`src/rtl/mul_pkg.sv`:
```
// ---------------------------------------------------------------------------
// mul_pkg
// Shared definitions for the sequential Booth multiplier datapath:
// operand width, iteration counter width, last-iteration index and the
// controller state encoding.
// ---------------------------------------------------------------------------
package mul_pkg;

    localparam int MUL_W     = 32;
    localparam int MUL_CNT_W = 5;

    // Index of the final Booth iteration (32 steps numbered 0..31).
    localparam logic [MUL_CNT_W-1:0] MUL_LAST = 5'd31;

    typedef enum logic [1:0] {
        IDLE = 2'd0,
        EXEC = 2'd1,
        DONE = 2'd2
    } mul_state_e;

endpackage

```
`src/rtl/cla32.sv`:
```
// ---------------------------------------------------------------------------
// cla32
// 32-bit carry-lookahead adder built from eight 4-bit lookahead groups.
// Each group resolves its internal carries in parallel from generate and
// propagate terms; group carries are chained through the group-level
// generate/propagate pair.
//
// Ports:
//   a_i  [31:0]  addend
//   b_i  [31:0]  addend
//   ci_i         carry in
//   s_o  [31:0]  sum
//   co_o         carry out of bit 31
// ---------------------------------------------------------------------------
module cla32 (
    input  logic [31:0] a_i,
    input  logic [31:0] b_i,
    input  logic        ci_i,
    output logic [31:0] s_o,
    output logic        co_o
);

    logic [31:0] g;
    logic [31:0] p;
    logic [31:0] c;
    logic [8:0]  gc;

    assign g     = a_i & b_i;
    assign p     = a_i ^ b_i;
    assign gc[0] = ci_i;

    for (genvar i = 0; i < 8; i++) begin : g_grp
        localparam int B = 4 * i;
        logic grpG;
        logic grpP;

        // In-group carries expanded so every bit sees the group carry-in directly.
        assign c[B]   = gc[i];
        assign c[B+1] = g[B] | (p[B] & gc[i]);
        assign c[B+2] = g[B+1] | (p[B+1] & g[B]) | (p[B+1] & p[B] & gc[i]);
        assign c[B+3] = g[B+2] | (p[B+2] & g[B+1]) | (p[B+2] & p[B+1] & g[B])
                      | (p[B+2] & p[B+1] & p[B] & gc[i]);

        assign grpG = g[B+3] | (p[B+3] & g[B+2]) | (p[B+3] & p[B+2] & g[B+1])
                    | (p[B+3] & p[B+2] & p[B+1] & g[B]);
        assign grpP = p[B+3] & p[B+2] & p[B+1] & p[B];

        assign gc[i+1] = grpG | (grpP & gc[i]);
    end

    assign s_o  = p ^ c;
    assign co_o = gc[8];

endmodule

```
`src/rtl/booth_mul32.sv`:
```
// ---------------------------------------------------------------------------
// booth_mul32
// Sequential radix-2 Booth multiplier: signed 32 x 32 -> signed 64 in 32
// iteration cycles. One Booth step per cycle through a shared cla32 adder,
// followed by an arithmetic right shift of {A, Q, q_m1}.
//
// Ports:
//   clk           rising-edge clock
//   reset_n       asynchronous active-low reset
//   op_start      begin a multiply (accepted in IDLE and DONE only)
//   op_clear      abort/clear to IDLE with a zero result (beats op_start)
//   multiplicand  signed operand M, captured on the accepting edge
//   multiplier    signed operand Q, captured on the accepting edge
//   result        {A, Q}; meaningful while op_done is high
//   op_busy       high while iterating
//   op_done       high while holding a finished product
// ---------------------------------------------------------------------------
module booth_mul32
    import mul_pkg::*;
(
    input  logic                 clk,
    input  logic                 reset_n,
    input  logic                 op_start,
    input  logic                 op_clear,
    input  logic [MUL_W-1:0]     multiplicand,
    input  logic [MUL_W-1:0]     multiplier,
    output logic [2*MUL_W-1:0]   result,
    output logic                 op_busy,
    output logic                 op_done
);

    mul_state_e           state_q, state_d;
    logic [MUL_W-1:0]     m_q, m_d;
    logic [MUL_W-1:0]     a_q, a_d;
    logic [MUL_W-1:0]     q_q, q_d;
    logic                 qm1_q, qm1_d;
    logic [MUL_CNT_W-1:0] cnt_q, cnt_d;

    logic [MUL_W-1:0]     b_eff;
    logic                 sub;
    logic [MUL_W-1:0]     sum;
    logic                 cla_co_unused;
    logic                 ovf;
    logic                 sgn;

    // Booth recoding of the current multiplier bit pair into adder operands.
    always_comb begin
        b_eff = '0;
        sub   = 1'b0;
        unique case ({q_q[0], qm1_q})
            2'b01: b_eff = m_q;
            2'b10: begin
                b_eff = ~m_q;
                sub   = 1'b1;
            end
            default: b_eff = '0;
        endcase
    end

    cla32 u_cla (
        .a_i  (a_q),
        .b_i  (b_eff),
        .ci_i (sub),
        .s_o  (sum),
        .co_o (cla_co_unused)
    );

    // The shift needs the sum's true sign, i.e. a 33rd bit. When the add
    // overflows, s[31] is the inverse of that sign, which matters for
    // M = 0x8000_0000 where A - M leaves the 32-bit range.
    assign ovf = (a_q[MUL_W-1] == b_eff[MUL_W-1]) & (sum[MUL_W-1] != a_q[MUL_W-1]);
    assign sgn = sum[MUL_W-1] ^ ovf;

    // Controller and datapath next state. Clear has top priority; a start
    // loads fresh operands only from IDLE or DONE.
    always_comb begin
        state_d = state_q;
        m_d     = m_q;
        a_d     = a_q;
        q_d     = q_q;
        qm1_d   = qm1_q;
        cnt_d   = cnt_q;

        if (op_clear) begin
            state_d = IDLE;
            a_d     = '0;
            q_d     = '0;
            qm1_d   = 1'b0;
            cnt_d   = '0;
        end else begin
            unique case (state_q)
                IDLE, DONE: begin
                    if (op_start) begin
                        state_d = EXEC;
                        m_d     = multiplicand;
                        a_d     = '0;
                        q_d     = multiplier;
                        qm1_d   = 1'b0;
                        cnt_d   = '0;
                    end
                end
                EXEC: begin
                    a_d   = {sgn, sum[MUL_W-1:1]};
                    q_d   = {sum[0], q_q[MUL_W-1:1]};
                    qm1_d = q_q[0];
                    if (cnt_q == MUL_LAST) begin
                        state_d = DONE;
                    end else begin
                        cnt_d = cnt_q + 1'b1;
                    end
                end
                default: state_d = IDLE;
            endcase
        end
    end

    always_ff @(posedge clk or negedge reset_n) begin
        if (!reset_n) begin
            state_q <= IDLE;
            m_q     <= '0;
            a_q     <= '0;
            q_q     <= '0;
            qm1_q   <= 1'b0;
            cnt_q   <= '0;
        end else begin
            state_q <= state_d;
            m_q     <= m_d;
            a_q     <= a_d;
            q_q     <= q_d;
            qm1_q   <= qm1_d;
            cnt_q   <= cnt_d;
        end
    end

    assign result  = {a_q, q_q};
    assign op_busy = (state_q == EXEC);
    assign op_done = (state_q == DONE);

endmodule

```
`config.mk`:
```
export PLATFORM = sky130hd
export DESIGN_NAME = booth_mul32
export DESIGN_NICKNAME = d
export VERILOG_FILES = /design/src/rtl/mul_pkg.sv /design/src/rtl/cla32.sv /design/src/rtl/booth_mul32.sv
export SDC_FILE = /design/constraint.sdc
export NUM_CORES = 1
export LEC_CHECK = 0
export CAP_MARGIN = 20
export CORE_MARGIN = 2
export CORE_UTILIZATION = 45
export CTS_CLUSTER_DIAMETER = 80
export DETAILED_ROUTE_END_ITERATION = 8
export PLACE_DENSITY = 0.72
export RECOVER_POWER = 50
export SLEW_MARGIN = 15
export SYNTH_ARGS = -nofsm -noshare
export SYNTH_HDL_FRONTEND = slang
export SYNTH_SLANG_ARGS = --single-unit
```
`constraint.sdc`:
```
create_clock -name clk -period 6.1 [get_ports clk]
set_input_delay 1.22 -clock clk [delete_from_list [all_inputs] [get_ports clk]]
set_output_delay 1.22 -clock clk [all_outputs]
set_load 0.005 [all_outputs]
```
# Word-level counts from Yosys, hierarchy flattened
# Index checks and enable logic that the tools add are counted.
dict set report word_totals {
  register_bits 104
  inputBits 68
  output_inout_bits 66
  wordCells 247
}
dict set report op_classes {
  addsub 1
  eq_ne 10
  muxes 19
  bitwise_logic 204
  reduce_logical 7
}
# operator n
set op_table {}
lappend op_table {{one-hot mux 32 bit (2 select lines)} 3}
lappend op_table {{2-to-1 mux 32 bit} 4}
lappend op_table {{AND 1 bit} 122}
lappend op_table {{bitwise OR 1 bit} 76}
lappend op_table {{bitwise XOR 32 bit} 2}
lappend op_table {{inverter 32 bit} 1}
lappend op_table {{AND 31 bit} 1}
lappend op_table {{2-to-1 mux 5 bit} 3}
lappend op_table {{one-hot mux 5 bit (2 select lines)} 1}
lappend op_table {{2-to-1 mux 2 bit} 3}
lappend op_table {{inequality test 3 bit, second input constant} 2}
lappend op_table {{AND reduction 3 bit} 2}
lappend op_table {{adder 5 x 1 -> 5 bit, second input constant} 1}
lappend op_table {{== test 5 bit, second input constant} 1}
lappend op_table {{== test 2 x 1 -> 1 bit, second input constant} 2}
lappend op_table {{== test 2 bit, second input constant} 2}
lappend op_table {{one-hot mux 2 bit (2 select lines)} 1}
lappend op_table {{AND reduction 2 bit} 2}
lappend op_table {{2-to-1 mux 1 bit} 3}
lappend op_table {{inequality test 3 x 2 -> 1 bit, second input constant} 1}
lappend op_table {{nonzero test 3 bit} 1}
lappend op_table {{logical NOT 2 bit} 1}
lappend op_table {{one-hot mux 1 bit (2 select lines)} 1}
lappend op_table {{OR reduction 2 bit} 1}
lappend op_table {{4 further kinds} 4}

# Logic depth before layout (Yosys ltp)
dict set report depth {
  ltp_word 28
  mapped_depth 16
  depth_no_buf 14
}

# Modules after synthesis
# Synthesis repeated with hierarchy kept, for this count alone.
dict set report hier_totals {
  cells_unflattened 551
  area_unflattened_um2 5875.6
}
# module instances cells_each area_per_inst_um2 seq_area_each_um2
set modules_own_cells {}
lappend modules_own_cells {booth_mul32 1 390 4454.3 2602.5}
lappend modules_own_cells {cla32 1 161 1421.4 0.0}

# Least setup slack after synthesis
# No wires, ideal clock.
dict set report synth_path {
  path_kind {reg2reg}
  from {register q_q[0]}
  to {register a_q[27]}
  setup_ns 0.121
  arrival_time_ns 3.672
  required_time_ns 5.979
  setup_slack_ns 2.307
  path_stages_with_launch 16
  path_buffers 2
  period_less_slack_ns 3.793
  path_cell_list {dfrtp_1 -> nor2b_1 -> clkbuf_1 -> clkbuf_1 -> nand2_1 -> o21ai_0 -> ha_1 -> a21oi_2 -> o21ai_2 -> a21o_1 -> o31a_1 -> a221o_2 -> a221o_1 -> a21o_1 -> fa_1 -> a22o_1}
}
dict set report synth_via {
  elab_chain_cells 23
  word_cells_on_any_way 86
  classes_between {eq/ne: 2; mux: 4; bitwise: 80}
}
# element line
set synth_lines {}
lappend synth_lines {{start, declared} booth_mul32.sv:35} ;# logic [MUL_W-1:0] q_q, q_d;
lappend synth_lines {{start signal, assigned} booth_mul32.sv:129} ;# q_q <= q_d;
lappend synth_lines {{== test 2 bit or == test 2 x 1 -> 1 bit (tied branches)} booth_mul32.sv:50} ;# unique case ({q_q[0], qm1_q})
lappend synth_lines {{one-hot mux 32 bit (2 select lines)} booth_mul32.sv:50}
lappend synth_lines {{bitwise XOR 32 bit or AND 31 bit (tied branches)} {cla32.sv:29, cla32.sv:28}}
lappend synth_lines {{AND 1 bit, on equally long branches} {cla32.sv:44, cla32.sv:45, cla32.sv:46}}
lappend synth_lines {{bitwise OR 1 bit, or another cell as far along (2 in series)} cla32.sv:44} ;# assign grpG = g[B+3] | (p[B+3] & g[B+2]) | (p[B+3] & p[B+2] & g[B+1])
lappend synth_lines {{bitwise OR 1 bit or AND 1 bit (tied branches)} {cla32.sv:45, cla32.sv:48}}
lappend synth_lines {{bitwise OR 1 bit} cla32.sv:48} ;# assign gc[i+1] = grpG | (grpP & gc[i]);
lappend synth_lines {{AND 1 bit} cla32.sv:48}
lappend synth_lines {{(+6 left out)} --}
lappend synth_lines {{bitwise OR 1 bit} cla32.sv:48}
lappend synth_lines {{AND 1 bit} cla32.sv:48}
lappend synth_lines {{bitwise OR 1 bit} cla32.sv:48}
lappend synth_lines {{AND 1 bit} cla32.sv:48}
lappend synth_lines {{bitwise OR 1 bit} cla32.sv:48}
lappend synth_lines {{bitwise XOR 32 bit *} cla32.sv:51} ;# assign s_o = p ^ c;
lappend synth_lines {{one-hot mux 32 bit (2 select lines) *} booth_mul32.sv:91} ;# unique case (state_q)
lappend synth_lines {{2-to-1 mux 32 bit *} booth_mul32.sv:84} ;# if (op_clear) begin
lappend synth_lines {{end signal, assigned} booth_mul32.sv:121} ;# a_q <= '0;
lappend synth_lines {{end signal, assigned} booth_mul32.sv:128} ;# a_q <= a_d;
lappend synth_lines {{end, declared} booth_mul32.sv:34} ;# logic [MUL_W-1:0] a_q, a_d;
# Every way passes the cells marked *; elsewhere a longest branch is shown, timed or not.
# A chain may end at the register's enable or synchronous reset.

# Final worst setup path
dict set report layout_path {
  from {register q_q[0]}
  to {register a_q[28]}
}
dict set report layout_via {
  elab_chain_cells 25
  word_cells_on_any_way 88
  classes_between {eq/ne: 2; mux: 4; bitwise: 82}
}
# element line
set layout_lines {}
lappend layout_lines {{== test 2 bit or == test 2 x 1 -> 1 bit (tied branches)} booth_mul32.sv:50}
lappend layout_lines {{one-hot mux 32 bit (2 select lines)} booth_mul32.sv:50}
lappend layout_lines {{bitwise XOR 32 bit or AND 31 bit (tied branches)} {cla32.sv:29, cla32.sv:28}}
lappend layout_lines {{AND 1 bit, on equally long branches} {cla32.sv:44, cla32.sv:45, cla32.sv:46}}
lappend layout_lines {{bitwise OR 1 bit, or another cell as far along (2 in series)} cla32.sv:44}
lappend layout_lines {{bitwise OR 1 bit or AND 1 bit (tied branches)} {cla32.sv:45, cla32.sv:48}}
lappend layout_lines {{bitwise OR 1 bit} cla32.sv:48}
lappend layout_lines {{AND 1 bit} cla32.sv:48}
lappend layout_lines {{(+8 left out)} --}
lappend layout_lines {{bitwise OR 1 bit} cla32.sv:48}
lappend layout_lines {{AND 1 bit} cla32.sv:48}
lappend layout_lines {{bitwise OR 1 bit} cla32.sv:48}
lappend layout_lines {{AND 1 bit} cla32.sv:39} ;# assign c[B+1] = g[B] | (p[B] & gc[i]);
lappend layout_lines {{bitwise OR 1 bit} cla32.sv:39}
lappend layout_lines {{bitwise XOR 32 bit *} cla32.sv:51}
lappend layout_lines {{one-hot mux 32 bit (2 select lines) *} booth_mul32.sv:91}
lappend layout_lines {{2-to-1 mux 32 bit *} booth_mul32.sv:84}
# Marked as above.

==> impl_metrics.csv <==
group,metric,value,unit
detailed_routing,drt-initial-drc-count,290,
timing,skew,0.00571,ns
worst_setup_path,critical_path_class,"register to register",
synth,syn_nets,689,
detailed_routing,drc,0,
worst_setup_path,critPathCapture,"a_q[28]",
worst_setup_path,path_delay_family,"compound AO/OA/AOI/OAI gates",
timing,drv_slew,47,
worst_setup_path,startpoint,"q_q[0]",
synth,yosysSeqAreaShare,44.9,%
detailed_routing,totalWireLength,14500,um
die,io_pins,134,
synth,synth_top_area_cell,"dfrtp_1",
synth,synth_cell_types,62,
global_routing,antenna_found_initial,0,
synth,synth_area_per_cell,9.99,sq um
worst_setup_path,reg2reg_depth,14,
worst_setup_path,worstReg2RegEnd,"a_q[28]",
clocking,cts_tree,"done",
final_layout,area_growth,31.4,%
die,rows,41,
die,initial_utilization,46.0,%
die,core-area,0.0126,sq mm
timing,setup_tns,0,ns
clocking,root_buffer,"clkbuf_16",
worst_setup_path,end_kind,"register",
synth,synth_area_leaders,"dfrtp_1 (45%), ha_1 (7.1%), o21ai_0 (7.1%), mux2_2 (6.4%), nand2_1 (6.3%)",
worst_setup_path,cp_max_fo,21,
worst_setup_path,cp_common_cell,"o21ai_0",
worst_setup_path,critical_path_required,6.30,ns
detailed_routing,avgRoutedWirePerCell,16.5,um
global_routing,grt_overflow,0,
run_status,violations,"max-capacitance violations, max-slew violations",
timing,setup_viol,0,
clocking,cts_sinks,104,
timing,worstMarginPinSlew,2.39,ns
final_layout,nNetsFinal,811,
power,p_leak,0.00340,uW
worst_setup_path,regToRegSetupSlack,1.68,ns
global_routing,grt_max_degree,60,
global_routing,grt_pass1_wl,24300,um
clocking,clk_latency,0.35,ns
timing,slew_headroom,-59.2,%
worst_setup_path,crit_buf_inv,1,
place,placed_area,0.00729,sq mm
timing,period_needed,4.42,ns
timing,finalCritPeriodShare,72.4,%
die,dieArea,0.0138,sq mm
clocking,cts_buffers,9,
detailed_routing,vias,4984,
synth,ys.flop_type,"dfrtp_1",
worst_setup_path,cp_slowest_cell,"nor2b_2",
synth,synth_edf_count,0,
clocking,cts_max_level,3,
die,fp.dieW,118,um
synth,yosysWarnings,0,
detailed_routing,firstDrtPassIters,5,
worst_setup_path,cpPeakStageDelay,0.73,ns
power,p_per_area,244,mW/mm^2
detailed_routing,via_per_inst,5.66,
worst_setup_path,cp_cell_sequence,"nor2b_2 > buf_4 > nand2_1 > o21ai_0 > ha_1 > a21oi_1 > nand2b_4 > o31a_1 > a221o_2 > a221o_1 > a21o_1 > fa_1 > xnor2_1 > o21ai_0",
global_routing,grt_util_all_layers,21.4,%
worst_hold_path,worst_hold_path_type,"register to register",
worst_setup_path,crit_cells,14,
final_layout,layoutNonFillerInstCount,880,
place,dp.cells,863,
final_layout,antenna_cells,0,
clocking,cts.clk_slew.worst_paths,0.07,ns
synth,yosysTopAreaCellShare,44.9,%
job,cap_violations,1,
clocking,cts_resized,0,
timing,hold_violations,0,
final_layout,fin_area,0.00762,sq mm
worst_setup_path,crit_arrival,4.62,ns
final_layout,postLayoutCoreUtil,60.4,%
timing,fmax,226,MHz
place,dp_hpwl,10200,um
clocking,post_cts_buffers,0,
final_layout,layout-drive-gt1-share,10.9,%
detailed_routing,ant_nets,0,
synth,synth-seq-cells,104,
clocking,holdBufCountCts,0,
run_status,status,"finished, violations left",
clocking,cts_buffer_depth,2,
place,gp_congestion,0.861,
synth,syn_area,0.00580,sq mm
global_routing,grt_pass1_vias,4978,
worst_setup_path,cp-start-kind,"register",
place,io_buffer_count,133,
power,p_total,1860,uW
power,ir_drop,0.163,mV
timing,rsz0062_at_grt,"no",
worst_setup_path,rr_startpoint,"q_q[0]",
die,die_y,118,um
synth,synthCells,581,
synth,synth-async-reset-ratio,100,%
## cells in the mapped netlist, types with 4 or more instances
master / number
a21o_1: 6
a21oi_1: 17
a22o_1: 13
a22oi_1: 33
buf_1: 5
clkbuf_1: 23
dfrtp_1: 104
fa_1: 7
ha_1: 33
inv_1: 7
mux2_2: 33
nand2_1: 98
nand2b_1: 4
nand3_1: 7
nand4_1: 4
nor2_1: 18
nor2b_1: 5
o21ai_0: 82
xnor2_1: 14
xor2_1: 9
## report_power, final
part	switching (uW)	total, uW	internal (uW)
clock	272	608	336
combinational	193	405	212
sequential	75.2	847	772
total	540	1860	1320
## kinds of logic (layout without fill, tap and decap cells)
kind of cell    Yosys count  count (layout)  share of synthesized area [%]
flops                   104             104                           44.9
compound gates          187             187                           21.0
mux                      35              35                           6.75
xor+xnor                 23              23                           3.47
simple gates            153             153                           11.6
fa+ha+maj                41              41                           9.70
buf+inv                  38             165                           2.61
## layout by cell type, fill, tap and decap left out, drive strengths merged, types with 5 or more instances in the layout
cell           count
dfrtp            104
clkdlybuf4s50    100
nand2             99
o21ai             86
a22oi             33
mux2              33
ha                33
dlygate4sd3       31
a21oi             21
nor2              18
xnor2             14
a22o              13
clkbuf            13
inv               11
xor2               9
nand3              7
fa                 7
a21o               7
buf                7
nor2b              5
nand2b             5
## cell type report
cell class | count | area, sq um
Tap cell | 172 | 215
Clock buffer | 10 | 239
Multi-Input combinational cell | 439 | 3060
Inverter | 8 | 30.0
Timing Repair Buffer | 141 | 1400
Clock inverter | 6 | 73.8
Sequential cell | 104 | 2600
Fill cell | 1072 | 5000
## state kept, by name (all words and copies together), names as in the netlist
register  cells
qm1_q         1
q_q          32
state_q       2
m_q          32
a_q          32
cnt_q         5
## layer usage
| layer | share of wire [%] | track usage, % | routed length [um] |
|---|---|---|---|
| met1 | 44 | 27.8 | 6310 |
| met2 | 48 | 35.6 | 6960 |
| met3 | 6.5 | 4.75 | 936 |
| met4 | 2.0 | 7.38 | 285 |
| met5 | 0 | 0 | 0 |
## worst register-to-register path, stage by stage, from the launching register on
cell and delay, ns:
dfrtp_1 0.44, nor2b_2 0.73, buf_4 0.33, nand2_1 0.07, o21ai_0 0.08, ha_1 0.30
a21oi_1 0.35, nand2b_4 0.07, o31a_1 0.27, a221o_2 0.44, a221o_1 0.36, a21o_1 0.21
fa_1 0.41, xnor2_1 0.13, o21ai_0 0.08
## how the worst min path moves through the flow
stage,startpoint,endpoint,slack (ns),depth (start not counted)
CTS,q_q[2],q_q[2],0.52,2
finish,q_q[24],q_q[24],0.51,2
global route,cnt_q[4],cnt_q[4],0.54,1
floorplan,cnt_q[4],cnt_q[4],0.47,1
detailed placement,q_q[2],q_q[2],0.50,2
global placement,q_q[2],q_q[2],0.49,2
## stage by stage
| step | worst slack (ns) | hold slack, ns |
|---|---|---|
| 3_5_place_dp | 1.68 | 0.497 |
| 2_1_floorplan | 2.31 | 0.472 |
| 6_report | 1.68 | 0.510 |
| 4_1_cts | 1.67 | 0.518 |
| 5_1_grt | 1.25 | 0.541 |
| 3_3_place_gp | 1.87 | 0.486 |
Power figures use the tool's default switching activity.
